File: config.mk
export PLATFORM = sky130hd
export DESIGN_NAME = syscall_sequencer
export DESIGN_NICKNAME = d
export VERILOG_FILES = /design/src/rtl/syscall_sequencer.sv
export SDC_FILE = /design/constraint.sdc
export NUM_CORES = 1
export LEC_CHECK = 0
export CORE_ASPECT_RATIO = 0.6
export CORE_MARGIN = 3
export CORE_UTILIZATION = 35
export DETAILED_ROUTE_END_ITERATION = 16
export GPL_TIMING_DRIVEN = 0
export MAX_ROUTING_LAYER = met4
export PLACE_DENSITY_LB_ADDON = 0.15
export SLEW_MARGIN = 0
export SYNTH_ARGS = -nofsm -noshare
export SYNTH_HDL_FRONTEND = slang
export SYNTH_SLANG_ARGS = --single-unit
File: constraint.sdc
create_clock -name clock_i -period 23.7 [get_ports clock_i]
set_input_delay 2.37 -clock clock_i [delete_from_list [all_inputs] [get_ports clock_i]]
set_output_delay 2.37 -clock clock_i [all_outputs]
set_load 0.05 [all_outputs]
File: src/rtl/syscall_sequencer.sv
// syscall_sequencer: multi-cycle console service engine (print_int, print_string, print_char, exit) for the MIPS core.
// Ports:
//   clock_i        core clock, rising edge
//   reset_ni       asynchronous active-low reset
//   syscall_en_i   current instruction is SYSCALL
//   v0_i, a0_i     service code and argument
//   mem_addr_o     word-aligned data-memory read address
//   mem_rd_o       read strobe; mem_rdata_i is valid the cycle after
//   mem_rdata_i    data-memory read word
//   char_out_o     output character, char_valid_o / char_ready_i handshake
//   stall_o        hold PC (combinational)
//   halt_o         exit executed, sticky until reset
//   error_o        unsupported code or string too long, sticky until reset
// Build option: define SYSCALL_NEWLINE_EN to append 0x0A after print_int digits.
module syscall_sequencer #(
  parameter int MAX_STR = 256,
  parameter int NDIG    = 10
) (
  input  logic        clock_i,
  input  logic        reset_ni,
  input  logic        syscall_en_i,
  input  logic [31:0] v0_i,
  input  logic [31:0] a0_i,
  output logic [31:0] mem_addr_o,
  output logic        mem_rd_o,
  input  logic [31:0] mem_rdata_i,
  output logic [7:0]  char_out_o,
  output logic        char_valid_o,
  input  logic        char_ready_i,
  output logic        stall_o,
  output logic        halt_o,
  output logic        error_o
);
  localparam int DW = $clog2(NDIG);
  localparam int CW = $clog2(NDIG + 4);
  localparam int SW = $clog2(MAX_STR + 1);
`ifdef SYSCALL_NEWLINE_EN
  localparam logic [CW-1:0] NL = CW'(1);
`else
  localparam logic [CW-1:0] NL = '0;
`endif

  typedef enum logic [3:0] {
    IDLE, INT_CONV, INT_EMIT, STR_FETCH, STR_WAIT, STR_EMIT, CHAR_EMIT, DONE, HALTED
  } state_t;

  state_t        state_q;
  logic [31:0]   mag_q, ptr_q, mem_addr_q;
  logic [3:0]    dig_q [NDIG];
  logic [CW-1:0] ndig_q, rem_q;
  logic [SW-1:0] cnt_q;
  logic          neg_q, char_valid_q, mem_rd_q, halt_q, error_q;
  logic [7:0]    char_q;
  logic [31:0]   mag_div, ptr_inc;
  logic [3:0]    mag_rem;
  logic [7:0]    str_byte;

  always_comb begin
    mag_div  = mag_q / 32'd10;
    mag_rem  = 4'(mag_q - mag_div * 32'd10);
    ptr_inc  = ptr_q + 32'd1;
    str_byte = mem_rdata_i[{ptr_q[1:0], 3'b000} +: 8];
  end

  // r counts characters still to send, including the one being produced:
  // the newline (if enabled) is r==1, the digits sit above it with the least
  // significant digit lowest, and the sign is the single slot above the digits.
  function automatic logic [7:0] int_char(input logic [CW-1:0] r);
    logic [CW-1:0] k;
    k = r - NL - CW'(1);
    if (NL != '0 && r == CW'(1)) int_char = 8'h0A;
    else if (r > ndig_q + NL)    int_char = 8'h2D;
    else                         int_char = 8'h30 + {4'h0, dig_q[k[DW-1:0]]};
  endfunction

  always_ff @(posedge clock_i)
    if (state_q == INT_CONV) dig_q[ndig_q[DW-1:0]] <= mag_rem;

  always_ff @(posedge clock_i or negedge reset_ni) begin
    if (!reset_ni) begin
      state_q      <= IDLE;
      mag_q        <= '0;
      ptr_q        <= '0;
      mem_addr_q   <= '0;
      ndig_q       <= '0;
      rem_q        <= '0;
      cnt_q        <= '0;
      neg_q        <= 1'b0;
      char_valid_q <= 1'b0;
      mem_rd_q     <= 1'b0;
      halt_q       <= 1'b0;
      error_q      <= 1'b0;
      char_q       <= '0;
    end else begin
      case (state_q)
        IDLE: if (syscall_en_i) begin
          case (v0_i)
            32'd1: begin
              state_q <= INT_CONV;
              neg_q   <= a0_i[31];
              mag_q   <= a0_i[31] ? 32'd0 - a0_i : a0_i;
              ndig_q  <= '0;
            end
            32'd4: begin
              state_q    <= STR_FETCH;
              ptr_q      <= a0_i;
              cnt_q      <= '0;
              mem_rd_q   <= 1'b1;
              mem_addr_q <= {a0_i[31:2], 2'b00};
            end
            32'd11: begin
              state_q <= CHAR_EMIT;
              char_q  <= a0_i[7:0];
            end
            32'd10: begin
              state_q <= HALTED;
              halt_q  <= 1'b1;
            end
            default: begin
              state_q <= DONE;
              error_q <= 1'b1;
            end
          endcase
        end
        INT_CONV: begin
          mag_q  <= mag_div;
          ndig_q <= ndig_q + CW'(1);
          if (mag_div == '0) begin
            state_q <= INT_EMIT;
            rem_q   <= ndig_q + CW'(1) + CW'(neg_q) + NL;
          end
        end
        // Accepting a character loads the next one in the same edge, so a
        // ready sink sees one character per cycle.
        INT_EMIT: begin
          if (!char_valid_q) begin
            char_q       <= int_char(rem_q);
            char_valid_q <= 1'b1;
          end else if (char_ready_i) begin
            if (rem_q == CW'(1)) begin
              char_valid_q <= 1'b0;
              state_q      <= DONE;
            end else begin
              char_q <= int_char(rem_q - CW'(1));
              rem_q  <= rem_q - CW'(1);
            end
          end
        end
        STR_FETCH: begin
          mem_rd_q <= 1'b0;
          state_q  <= STR_WAIT;
        end
        STR_WAIT: begin
          if (str_byte == 8'h00) state_q <= DONE;
          else if (cnt_q == SW'(MAX_STR)) begin
            error_q <= 1'b1;
            state_q <= DONE;
          end else begin
            char_q  <= str_byte;
            state_q <= STR_EMIT;
          end
        end
        STR_EMIT: begin
          if (!char_valid_q) char_valid_q <= 1'b1;
          else if (char_ready_i) begin
            char_valid_q <= 1'b0;
            ptr_q        <= ptr_inc;
            cnt_q        <= cnt_q + SW'(1);
            mem_rd_q     <= 1'b1;
            mem_addr_q   <= {ptr_inc[31:2], 2'b00};
            state_q      <= STR_FETCH;
          end
        end
        CHAR_EMIT: begin
          if (!char_valid_q) char_valid_q <= 1'b1;
          else if (char_ready_i) begin
            char_valid_q <= 1'b0;
            state_q      <= DONE;
          end
        end
        DONE:    state_q <= IDLE;
        HALTED:  state_q <= HALTED;
        default: state_q <= IDLE;
      endcase
    end
  end

  assign stall_o      = (syscall_en_i & (state_q != DONE)) | (state_q == HALTED);
  assign mem_addr_o   = mem_addr_q;
  assign mem_rd_o     = mem_rd_q;
  assign char_out_o   = char_q;
  assign char_valid_o = char_valid_q;
  assign halt_o       = halt_q;
  assign error_o      = error_q;
endmodule

======== Word-level counts from Yosys, hierarchy flattened ========
Memory sizes are Yosys's and may differ from the RTL's.
Cells that the tools add are included.
operators by class
  bitwise gates (word level) .............. 2
  reductions and logical operators ........ 21
  divide/modulo/power cells ............... 1
  shifts and indexed selects .............. 1
  multiplexer cells ....................... 68
  magnitude comparators ................... 2
  $mul .................................... 1
  add/subtract/negate cells ............... 10
  equality and inequality tests ........... 33
operators by type and width
  kind                     count
  $mux W32                 11
  $pmux W32 S2             3
  $eq A32 B4 Y1 const B    2
  $mux W4                  15
  $mux W8                  7
  $mux W9                  4
  $add A32 B1 Y32 const B  1
  $div A32 B4 Y32 const B  1
  $eq A32 B1 Y1 const B    1
  $eq A32 B3 Y1 const B    1
  $logic_not A32 Y1        1
  $mul A32 B3 Y3 const B   1
  $pmux W4 S8              1
  $shiftx A32 B6 Y8        1
  $sub A1 B32 Y32 const A  1
  $ne A2 B2 Y1 const B     13
  $pmux W8 S3              1
  $reduce_and A5 Y1        4
  $pmux W9 S2              1
  $pmux W4 S2              2
  $pmux W4 S4              1
  $mux W1                  15
  $add A6 B4 Y7 const A    2
  $mux W7                  2
  28 further kinds         47
word-level totals
  RAM bits ................................ 40
  output and inout port bits .............. 45
  word-level logic and storage cells ...... 153
  register bits ........................... 130
  memories kept ........................... 1
memories
  name   words  bits a word  read ports  clocked after Yosys merged registers in  write ports  RTL line  source
  dig_q  10     4            2           0                                        1            49        logic [3:0] dig_q [NDIG];

======== Depth between registers and ports, before layout ========
Gate-level depths: netlist of the first run.
An unclocked memory read counts as a cell.
  depth in word-level cells ............... 9
  mapped depth ............................ 56
  depth with buffers taken out ............ 46

======== Least setup slack after synthesis of the first run ========
No wires, ideal clock.
  kind .................................... register to register
  from .................................... register mag_q[26]
  to ...................................... memory dig_q[0][3], data pin
  data arrival time ....................... 11.673 ns
  setup slack ............................. 11.772 ns
  cell stages (with the launch flop) ...... 50
  buffers on the path ..................... 6
  path through ............................ dfrtp_1 buf_2 or3b_1 a32oi_1 and2_2 a21boi_1 mux4_2 or3_1 o32a_2 a31o_1 or4_1 buf_6 buf_6 or4_1 a31oi_2 a21oi_1 a21o_1 mux2_4 (+14 left out) a221oi_4 a21o_1 a221o_1 and3_1 buf_6 a211oi_4 nor2_2 o41a_1 ha_1 nor2b_1 o221ai_1 o221ai_1 o2111ai_1 ha_1 inv_1 fa_1 xor2_1 xnor2_1
between the ends
  longest elaborated chain between the ends .. 3
RTL lines
  element                   RTL line  source
  start: declaration        48        logic [31:0] mag_q, ptr_q, mem_addr_q;
  start signal: assignment  101       mag_q <= a0_i[31] ? 32'd0 - a0_i : a0_i;
  start signal: assignment  126       mag_q <= mag_div;
  $div A32 B4 Y32           59        mag_div = mag_q / 32'd10;
  $mul A32 B3 Y3            60        mag_rem = 4'(mag_q - mag_div * 32'd10);
  $sub A4 B4 Y4             60
  net mag_rem[3]            55        logic [3:0] mag_rem;
  end: declaration          49
The timed path passes the listed nets, and every way through them passes these cells.

======== Worst setup path after layout of the first run ========
  from .................................... register mag_q[31]
  to ...................................... memory dig_q[4][3], data pin
Same word-level chain as after synthesis.

==> run metrics, run 1 <==
Req. time, crit path=23.78 ns; CTS H-tree depth=4; endpoints failing hold=0; CTS Buf Count=17; setup ws final=7.88 ns; skew final=0.0118 ns; GRT Overall Usage=25.5%; CTS root buffer=clkbuf_16; clk sink count=138; Core Rows=56; largest net degree at the start of global routing=67; DRC=0; starting DRC count in detailed routing=1857; Mean Syn Cell Area=7.98 um^2; I/O pin total=145; status=complete, no violations; DPL Wire Length=42100 um; routed vias=15100; Post-CTS Hold Fix Bufs=0; period utilization=66.8%; synth-to-layout area growth=18.9%; f_max=0.0632 GHz; post-synthesis sequential area ratio=26.0%; layout cells sized above 1=10.1%; Yosys top cell area share=17.5%; distinct cell type count after synthesis=121; Least-Margin Pin Slew=1.20 ns; DR pass1 iterations=6; antenna violations before repair=0; shortest period the worst path allows=15.82 ns; startpoint types=register; vias in the first global route=13600; Worst Path Arrival=15.90 ns; CP peak stage delay=0.98 ns; critical path endpoint category=register; Clk pin slew, worst setup/hold paths=0.07 ns; Post-Route WL=53800 um; Setup-failing EPs final=0; leading area contributor after synthesis=dfrtp_1; total congestion overflow=0; CP Max Fanout=10; GP Congestion=0.981; RSZ-0062 raised after global routing=false; first-pass GRT wire length=83400 um; Die H=161 um; Slew HR=19.4%; Setup Crit Path Kind=register to register; remaining antenna violation count=0; clock buffer depth=2; # diodes=0; die area=42600 um^2; core area=39300 um^2; Starting Density=35.7%; TritonCTS clock tree=yes; pre-CTS setup slack=8.58 ns; port bufs=141; setup TNS=0 ns; Gates resized, CTS repair=0; slowest stage cell, crit path=nor4_1; Post-synth EDFFs=40; max-slew violations=0; # Post-CTS Setup Buffers=0; cells after synthesis=1758; Chip Width=265 um; Yosys warning count=0; clk_lat worst skew=0.45 ns; synthesized flop and latch total=138; class of the worst hold path=register to register; ys async rst share=71.0%; largest cells by area after synthesis=dfrtp_1, edfxtp_1, nand2_1; Main synth FF type=dfrtp_1; routed len/inst=21.9 um; Nets=2045; routed vias/inst=6.16; most used cell, CP=a21oi_1; Max Cap Viol=0; post-synthesis cell area=14000 um^2
-- cell usage after synthesis (11+ instances only) --
| master | n |
|---|---|
| a211o_1 | 15 |
| a211oi_1 | 29 |
| a21oi_1 | 129 |
| a22oi_1 | 16 |
| a31oi_1 | 24 |
| and2_1 | 18 |
| and3_1 | 35 |
| buf_2 | 18 |
| buf_4 | 32 |
| clkbuf_1 | 84 |
| dfrtp_1 | 98 |
| edfxtp_1 | 40 |
| ha_1 | 24 |
| inv_1 | 57 |
| mux2i_1 | 19 |
| mux4_2 | 25 |
| nand2_1 | 176 |
| nand2b_1 | 11 |
| nand3_1 | 61 |
| nand4_1 | 16 |
| nor2_1 | 149 |
| nor2b_1 | 19 |
| nor3_1 | 52 |
| nor4_1 | 26 |
| o2111ai_1 | 12 |
| o21ai_0 | 132 |
| o21ai_1 | 11 |
| o221ai_1 | 14 |
| o22ai_1 | 14 |
| o31ai_1 | 25 |
| or3_1 | 13 |
| xnor2_1 | 35 |
| xor2_1 | 24 |
-- per-layer routing --
layer,share of wire [%],vias to the layer above,global-route usage [%]
met4,1.9,0,5.71
met2,40,673,33.1
met3,8.7,68,5.36
met1,50,7345,39.5
li1,-,7044,-
met5,0,-,-
-- sequential cells by signal, summed over array words and instances, names as in the netlist, 4 cells and up --
name,cells
rem_q,4
ndig_q,4
dig_q,40
ptr_q,31
char_out_o,8
mag_q,32
state_q,4
cnt_q,9
-- metrics by stage --
step	utilization [%]	area, um^2	hold WS, ns	std cells
floorplan	-	14000	0.475	1759
global placement	41.0	16100	0.465	2422
detailed placement	41.0	16100	0.482	2423
CTS	42.5	16700	0.499	2455
global route	42.5	16700	0.509	2455
finish	42.5	16700	0.483	2455
-- final timing paths --
| kind | startpoint | to | slack (ns) | cells past startpoint |
|---|---|---|---|---|
| max reg2reg | mag_q[31] | dig_q[4][3] | 7.88 | 47 |
| min | error_o | error_o | 0.48 | 2 |
| max | mag_q[31] | dig_q[4][3] | 7.88 | 47 |
| min reg2reg | error_o | error_o | 0.48 | 2 |
| min in group asynchronous | reset_ni | mag_q[14] | 1.90 | 1 |
| max in group asynchronous | reset_ni | ptr_q[28] | 21.06 | 2 |
-- logic make-up after synthesis --
group | synth area share (%)
buf+inv | 7.19
other cells | 0.0267
compound gates | 31.2
mux | 6.20
xor+xnor | 3.80
fa+ha+maj | 2.50
simple gates | 23.1
flops | 26.0
-- critical path, delay by kind of cell, from the launching register on --
family                     cells  cell delay [ns]
AOI/OAI and AO/OA             29             8.85
and+or+nand+nor                7             2.18
buffers and inverters          5             1.28
xor gates and xnor gates       2             1.11
adders and majority gates      3             0.95
muxes                          1             0.58
DFF                            1             0.49
-- cells in the final DEF, fill, tap and decap left out, drive strengths merged, types with 36 or more instances in the layout --
cell             n
a21oi          132
buf             66
clkbuf         101
clkdlybuf4s50  140
dfrtp           98
edfxtp          40
inv             67
nand2          179
nand3           61
nor2           153
nor3            53
o21ai          144
xnor2           36
-- area by class of cell --
class	instances	area, um^2
timing repair buffer	142	1440
clock buffer	17	425
sequential	138	3650
inverter	67	251
multi-input combinational	1406	9380
tap	522	653
clock inverter	15	128
fill	3967	22600
buffer	148	758
Power of run 1 is not shown: default switching activity piles up to over one toggle a cycle in this logic, so the estimate is an artifact.
==> run 2: changes to the inputs <==
==> constraint.sdc (replaced) <==
create_clock -name clock_i -period 15.5 [get_ports clock_i]
set_input_delay 1.55 -clock clock_i [delete_from_list [all_inputs] [get_ports clock_i]]
set_output_delay 1.55 -clock clock_i [all_outputs]
set_load 0.05 [all_outputs]
==> run 2 against run 1 <==
Core utilization grew 0.22 points. Clock-buffer cell count is the same. First-iteration DRC count shrank 2.3%. Worst setup slack lost 7.1 ns. Critical path depth grew 3. Die area is the same. Global-route usage is the same. Routed wire length grew 0.18%. Via count grew 0.89%. Non-clock buffer count is the same. Final area grew 0.51%. Critical path type unchanged. Critical endpoint unchanged. Largest cell class unchanged. Highest routed layer unchanged.
==> run metrics, run 2 (same netlist as run 1, synthesis figures left out) <==
status=complete, no violations (unchanged); worst reg2reg endpoint=dig_q[4][3] (unchanged); total congestion overflow=0 (unchanged); startpoint types=register (unchanged); area taken by multi-input logic gates=9470 um^2 (was 9380 um^2); hold path startpoint=error_o (unchanged); Filler Cells Inserted=3965 (was 3967); routed vias/inst=6.22 (was 6.16); clock buffer depth=2 (unchanged); f_max=0.0680 GHz (was 0.0632 GHz); DPL Wire Length=42100 um (unchanged); most frequent cells in the layout=nand2_1, nor2_1, clkdlybuf4s50_1, o21ai_0, a21oi_1 (unchanged); starting DRC count in detailed routing=1814 (was 1857); TritonCTS clock tree=yes (unchanged); layout cells sized above 1=10.9% (was 10.1%); die area=42600 um^2 (unchanged); Clk pin slew, worst setup/hold paths=0.07 ns (about the same); DR pass1 iterations=6 (unchanged); vias in the first global route=13600 (unchanged); antenna violations before repair=0 (unchanged); Min-Delay Endpoint=error_o (unchanged); CTS H-tree depth=4 (unchanged); setup TNS=0 ns (unchanged); Chip Width=265 um (unchanged); clk sink count=138 (unchanged); critical path endpoint category=register (unchanged); Slew HR=18.8% (was 19.4%); core area=39300 um^2 (unchanged); R2R Setup Slk=0.79 ns (was 7.88 ns); GP Congestion=0.981 (unchanged); skew final=0.00954 ns (was 0.0118 ns); CP Max Fanout=10 (unchanged); # diodes=0 (unchanged); pre-CTS setup slack=0.382 ns (was 8.58 ns); Post-Route WL=53900 um (was 53800 um); period utilization=94.9% (was 66.8%); commonest non-fill, non-tap cell in the layout=nand2_1 (unchanged); setup ws final=0.789 ns (was 7.88 ns); Worst Path Arrival=14.83 ns (was 15.90 ns); max-slew violations=0 (unchanged); I/O pin total=145 (unchanged); synth-to-layout area growth=19.5% (was 18.9%); routed len/inst=22.0 um (was 21.9 um); Req. time, crit path=15.62 ns (was 23.78 ns); endpoints failing hold=0 (unchanged); remaining antenna violation count=0 (unchanged); DRC=0 (unchanged); Nets=2045 (unchanged); class of the worst hold path=register to register (unchanged); largest net degree at the start of global routing=67 (unchanged); first-pass GRT wire length=83400 um (unchanged); routed vias=15300 (was 15100); Die H=161 um (unchanged); CTS root buffer=clkbuf_16 (unchanged); CP peak stage delay=0.61 ns (was 0.98 ns); port bufs=141 (unchanged); shortest period the worst path allows=14.71 ns (was 15.82 ns); clk_lat worst skew=0.44 ns (was 0.45 ns); Hold Path Stages=2 (unchanged); RR Startpoint=mag_q[27] (was mag_q[31]); max reg flops=40 (unchanged); slowest stage cell, crit path=or4_4 (was nor4_1); Max Cap Viol=0 (unchanged); RSZ-0062 raised after global routing=false (unchanged); R2R depth=50 (was 47); Setup Crit Path Kind=register to register (unchanged); Setup-failing EPs final=0 (unchanged); CTS Buf Count=17 (unchanged); GRT Overall Usage=25.5% (unchanged); Storage cell area=3650 um^2 (unchanged); Post-CTS Hold Fix Bufs=0 (unchanged); fin util=42.7% (was 42.5%); Core Rows=56 (unchanged); Least-Margin Pin Slew=1.21 ns (was 1.20 ns); Starting Density=35.7% (unchanged)
-- run 2: worst max-delay path by stage --
stage | from | to | slack [ns]
detailed placement | mag_q[31] | dig_q[7][3] | 0.38
global route | mag_q[28] | dig_q[9][3] | 0.04
global placement | mag_q[31] | dig_q[7][3] | 0.24
CTS | mag_q[31] | dig_q[9][3] | 0.34
floorplan | mag_q[26] | dig_q[0][3] | 3.57
finish | mag_q[27] | dig_q[4][3] | 0.79
-- run 2: cell type report --
| type | instances | area share (%) |
|---|---|---|
| Buffer | 148 | 4.53 |
| Clock buffer | 17 | 2.54 |
| Clock inverter | 15 | 0.761 |
| Inverter | 67 | 1.50 |
| Multi-Input combinational cell | 1406 | 56.4 |
| Sequential cell | 138 | 21.8 |
| Tap cell | 522 | 3.89 |
| Timing Repair Buffer | 142 | 8.56 |
-- run 2: what timing repair did --
item                                    in CTS  in global routing
endpoints found under the setup margin       0                 30
gates resized for setup                      0                 17
setup buffers                                0                  0
-- run 2: stage by stage --
| step | cells | hold WS, ns | instance area [um^2] |
|---|---|---|---|
| 2_1_floorplan | 1759 | 0.475 | 14000 |
| 3_3_place_gp | 2422 | 0.465 | 16100 |
| 3_5_place_dp | 2423 | 0.482 | 16100 |
| 4_1_cts | 2455 | 0.499 | 16700 |
| 5_1_grt | 2455 | 0.509 | 16800 |
| 6_report | 2455 | 0.484 | 16800 |
-- run 2: critical path: cells and delay by family (launching register included) --
kind / cells / cell delay (ns)
xor gates and xnor gates: 2 / 0.59
muxes: 1 / 0.52
adders and majority gates: 3 / 0.97
AOI/OAI and AO/OA: 26 / 7.38
buffers and inverters: 6 / 1.26
DFF: 1 / 0.38
and+or+nand+nor: 12 / 3.26
-- run 2: routing by layer --
| layer | global-route usage [%] | vias up | wire length, um |
|---|---|---|---|
| met2 | 33.1 | 721 | 21500 |
| met1 | 39.5 | 7436 | 26900 |
| li1 | - | 7041 | - |
| met4 | 5.71 | 0 | 1030 |
| met3 | 5.36 | 66 | 4510 |
| met5 | - | - | 0 |
Power of run 2 is left out for the same reason.
==> edit 1 (config.mk and constraints of run 2) <==
Re-encode `state_t` (9 states) as one-hot, 9 bits wide.
--- a/src/rtl/syscall_sequencer.sv
+++ b/src/rtl/syscall_sequencer.sv
@@ -40,8 +40,8 @@
   localparam logic [CW-1:0] NL = '0;
 `endif
 
-  typedef enum logic [3:0] {
-    IDLE, INT_CONV, INT_EMIT, STR_FETCH, STR_WAIT, STR_EMIT, CHAR_EMIT, DONE, HALTED
+  typedef enum logic [8:0] {
+    IDLE = 9'b000000001, INT_CONV = 9'b000000010, INT_EMIT = 9'b000000100, STR_FETCH = 9'b000001000, STR_WAIT = 9'b000010000, STR_EMIT = 9'b000100000, CHAR_EMIT = 9'b001000000, DONE = 9'b010000000, HALTED = 9'b100000000
   } state_t;
 
   state_t        state_q;
Function: same outputs for any inputs over 4 cycles, from zero or initial values and one cycle with reset_ni low; so few cycles prove little.
==> edit 1 against run 2 <==
Routed wire length up 1.4%. Design area up 1.4%. Global-route usage is 0.39 points higher. Area after synthesis grew 2.0%. Hold slack gained 0.0058 ns. Setup slack better by 0.12 ns. Sequential cell count rose by 5. Largest cell class unchanged.
Power is left out: it rests on default switching activity, and per cell area and clock period it moved more than threefold.
==> edit 1: results (changes against run 2) <==
place:
  place_ws_ns: 0.9809  # +0.5987 ns
  place_area_mm2: 0.01642  # +1.8%
  portBuffers: 142  # +0.71%
  gp_congestion: 0.9818  # about the same
  dp_hpwl_um: 43170  # +2.5%
routing:
  wl_met3_um: 4872  # +8.0%
  m1WireLength_um: 27770  # +3.2%
  vias_per_cell: 6.228  # +0.17%
  drt_iter0_drc: 1624  # -10%
  wl_met2_um: 21560  # +0.50%
sta:
  fin_skew_ns: 0.01162  # +0.002078 ns
  tightest_slew_ns: 1.090  # -0.1180 ns
global_routing:
  grt_pass1_vias: 13930  # +2.1%
  antenna_found_initial: 0  # unchanged
  use_met2_pct: 34.34  # +1.3 points
  grt_pass1_wl_um: 85590  # +2.7%
  met3_usage_pct: 4.590  # -0.77 points
  grt.total_usage_pct: 25.89  # +0.39 points
  grtUsageMet1_pct: 40.78  # +1.3 points
worst_setup_path:
  cpPeakStageDelay_ns: 0.79  # +0.18 ns
  r2r_start: "mag_q[31]"
  cpMaxStageDelayCell: "o311ai_1"
  worstPathArrival_ns: 14.74  # -0.09 ns
synth:
  async_flop_share_pct: 72.03  # +1.0 points
  synth-compound-area-share_pct: 29.33  # -1.8 points
  synth_xor_area_share_pct: 3.303  # -0.49 points
  seq_area_frac_synth_pct: 26.40  # +0.37 points
  postSynthCellCount: 1716  # -2.4%
  synthMuxAreaShare_pct: 8.047  # +1.9 points
  synth_adder_area_share_pct: 2.796  # +0.30 points
  yosys.cell_types.count: 123  # +1.7%
  ys_top_cells_by_area: "dfrtp_1 18%, edfxtp_1 8.4%, nand2_1 4.6%"
finish:
  drive_gt1_share_pct: 11.36  # +0.50 points
  final_cells: 2414  # -1.7%
  nNetsFinal: 2004  # -2.0%
  largest_reg_flops: 40  # unchanged
run_status:
  status: "completed"
clocking:
  post-cts-setup-buffers: 0  # unchanged
  clockRootBuffer: "clkbuf_16"
min_path:
  min_from: "char_out_o[7]"
==> edit 1: worst min-delay path, stage by stage (launching register included) <==
cell and delay (ns):
dfrtp_1 0.35, nand2_1 0.05, o21ai_0 0.06
==> edit 1: final cells by class <==
class	count	area, um2
fillers	3940	22710
flip-flops and latches	143	3780
repair buffers	143	1446
clock inverters	15	151.4
plain buffers	154	787.0
multi-input cells	1365	9564
clock buffers	17	425.4
well taps	522	653.1
inverters	55	206.4
==> edit 1: what timing repair did <==
item | CTS | global route
endpoints found under the setup margin | 0 | 10
hold buffers | 0 | 0
resized for setup | 0 | 1
endpoints found under the hold margin | 0 | 0
==> edit 1: final timing paths <==
check / to / cells after the start / slack [ns]
max reg2reg: dig_q[9][3] / 44 / 0.91
min reg2reg: char_out_o[7] / 2 / 0.49
min: char_out_o[7] / 2 / 0.49
min in group asynchronous: cnt_q[7] / 1 / 1.19
max in group asynchronous: mag_q[5] / 2 / 13.56
max: dig_q[9][3] / 44 / 0.91
==> edit 2 (flow settings as in run 2) <==
Without the edit above. `MAX_STR`: 256 -> 128.
--- a/src/rtl/syscall_sequencer.sv
+++ b/src/rtl/syscall_sequencer.sv
@@ -13,7 +13,7 @@
 //   error_o        unsupported code or string too long, sticky until reset
 // Build option: define SYSCALL_NEWLINE_EN to append 0x0A after print_int digits.
 module syscall_sequencer #(
-  parameter int MAX_STR = 256,
+  parameter int MAX_STR = 128,
   parameter int NDIG    = 10
 ) (
   input  logic        clock_i,
Check against the original RTL: no difference found for any inputs over 4 cycles, from zero or initial values and one cycle with reset_ni low; that may be too few to reach the edited logic, so the function may still have changed.
==> edit 2 against run 2 <==
Routed wire length down 6.4%. Count of clock-buffer cells in the layout up 6. Area after synthesis shrank 2.7%. Critical endpoint is now dig_q[2][3]. Setup slack improved by 0.13 ns. Largest cell class unchanged. Design area down 2.7%. Synthesized cell count fell by 3.7%. Sequential share of layout area up 0.45 points. First-iteration DRC count decreased by 17%. Die area is 2.6% lower. Critical path type unchanged. Hold slack worse by 0.0030 ns. Sequential cell count fell by 1.
Power is not shown: default switching activity piles up to over one toggle a cycle in this logic, so the estimate is an artifact.
==> edit 2: results (changes against run 2) <==
place:
  dp_hpwl_um: 39210  # -6.9%
  gp_congestion: 0.9654  # -1.6%
  place_ws_ns: 1.162  # +0.7798 ns
clocking:
  htree_levels: 4  # unchanged
  clock_path_buffers: 2  # unchanged
global_routing:
  grt_pass1_wl_um: 78050  # -6.4%
  grt.total_usage_pct: 24.29  # -1.2 points
  grt_max_degree: 61  # -9.0%
  grt_pass1_vias: 13290  # -2.6%
synth:
  ys_top_cells_by_area: "dfrtp_1 18%, edfxtp_1 8.8%, a21oi_1 5.1%"
  yosys.cell_types.count: 127  # +5.0%
  seq_area_frac_synth_pct: 26.56  # +0.53 points
  async_flop_share_pct: 70.80  # -0.21 points
  synth_common_cells: "177 x nand2_1, 145 x nor2_1, 140 x a21oi_1"
min_path:
  hold_end: "halt_o"
  whs_path_depth: 1  # -1
  min_from: "halt_o"
worst_setup_path:
  ff2ff_setup_slack_ns: 0.92  # +0.13 ns
  worstPathArrival_ns: 14.75  # -0.08 ns
  reg2reg_depth: 48  # -4.0%
  cpMaxStageDelayCell: "a2111oi_2"
  r2r_start: "mag_q[29]"
  reg2reg_to: "dig_q[2][3]"
  worstSetupStartpoint: "mag_q[29]"
  cpPeakStageDelay_ns: 0.64  # +0.03 ns
routing:
  num_vias: 14600  # -4.4%
  drt_iter0_drc: 1514  # -17%
  wl_um: 50450  # -6.4%
run_status:
  status: "completed"
finish:
  nNetsFinal: 1980  # -3.2%
  drive_gt1_share_pct: 10.44  # -0.42 points
sta:
  tightest_slew_ns: 1.130  # -0.07844 ns
==> edit 2: cell types whose count changed in the layout (fill, tap and decap cells not counted), sizes merged, moves of 7 or more <==
cell and delta:
a211o -8, mux2i +7, a222oi -9, o211a +8, a21oi +9, o21ai -7
o211ai +31, inv -18, and2 -12, nor3 -12, a31oi -7
==> edit 2: cells by family (layout without fill, tap and decap cells) <==
family	count (synthesis)	in the layout	synth area share, %
compound gates	603	603	31.17
simple gates	606	606	21.93
buf+inv	193	367	6.659
fa+ha+maj	29	29	2.647
xor+xnor	63	63	4.177
flops	137	137	26.56
other cells	1	2	0.02745
mux	61	61	6.824
==> edit 2: routing by layer <==
layer | track usage (%) | vias up | wire length (um)
met5 | - | - | 0
met4 | 3.347 | 0 | 470
met2 | 32.59 | 678 | 20190
li1 | - | 6797 | -
met1 | 38.63 | 7086 | 25440
met3 | 3.449 | 35 | 4344
==> edit 2: how the worst max path moves through the flow <==
stage	end	slack, ns	cells after the start
detailed placement	dig_q[8][3]	1.16	50
finish	dig_q[2][3]	0.92	48
global route	dig_q[2][3]	-0.03	50
global placement	dig_q[8][3]	1.19	50
floorplan	dig_q[0][3]	3.53	50
CTS	dig_q[2][3]	1.06	50
==> edit 2: final cells by class <==
type | instances | area (um2)
Buffer | 142 | 718.2
Clock buffer | 23 | 478.0
Clock inverter | 9 | 90.09
Fill cell | 3797 | 21730
Inverter | 51 | 191.4
Multi-Input combinational cell | 1364 | 9139
Sequential cell | 137 | 3628
Tap cell | 513 | 641.9
Timing Repair Buffer | 142 | 1436
==> edit 2: through the flow <==
stage	instance area, um2	hold slack, ns	std cells
floorplan	13660	0.4835	1694
global placement	15720	0.4606	2348
detailed placement	15740	0.4625	2349
CTS	16310	0.4812	2381
global route	16320	0.5195	2381
finish	16320	0.4815	2381
==> edit 2: timing repair <==
item	in CTS	in global routing
resized for setup	0	1
setup endpoints to repair	0	10
hold endpoints to repair	0	0
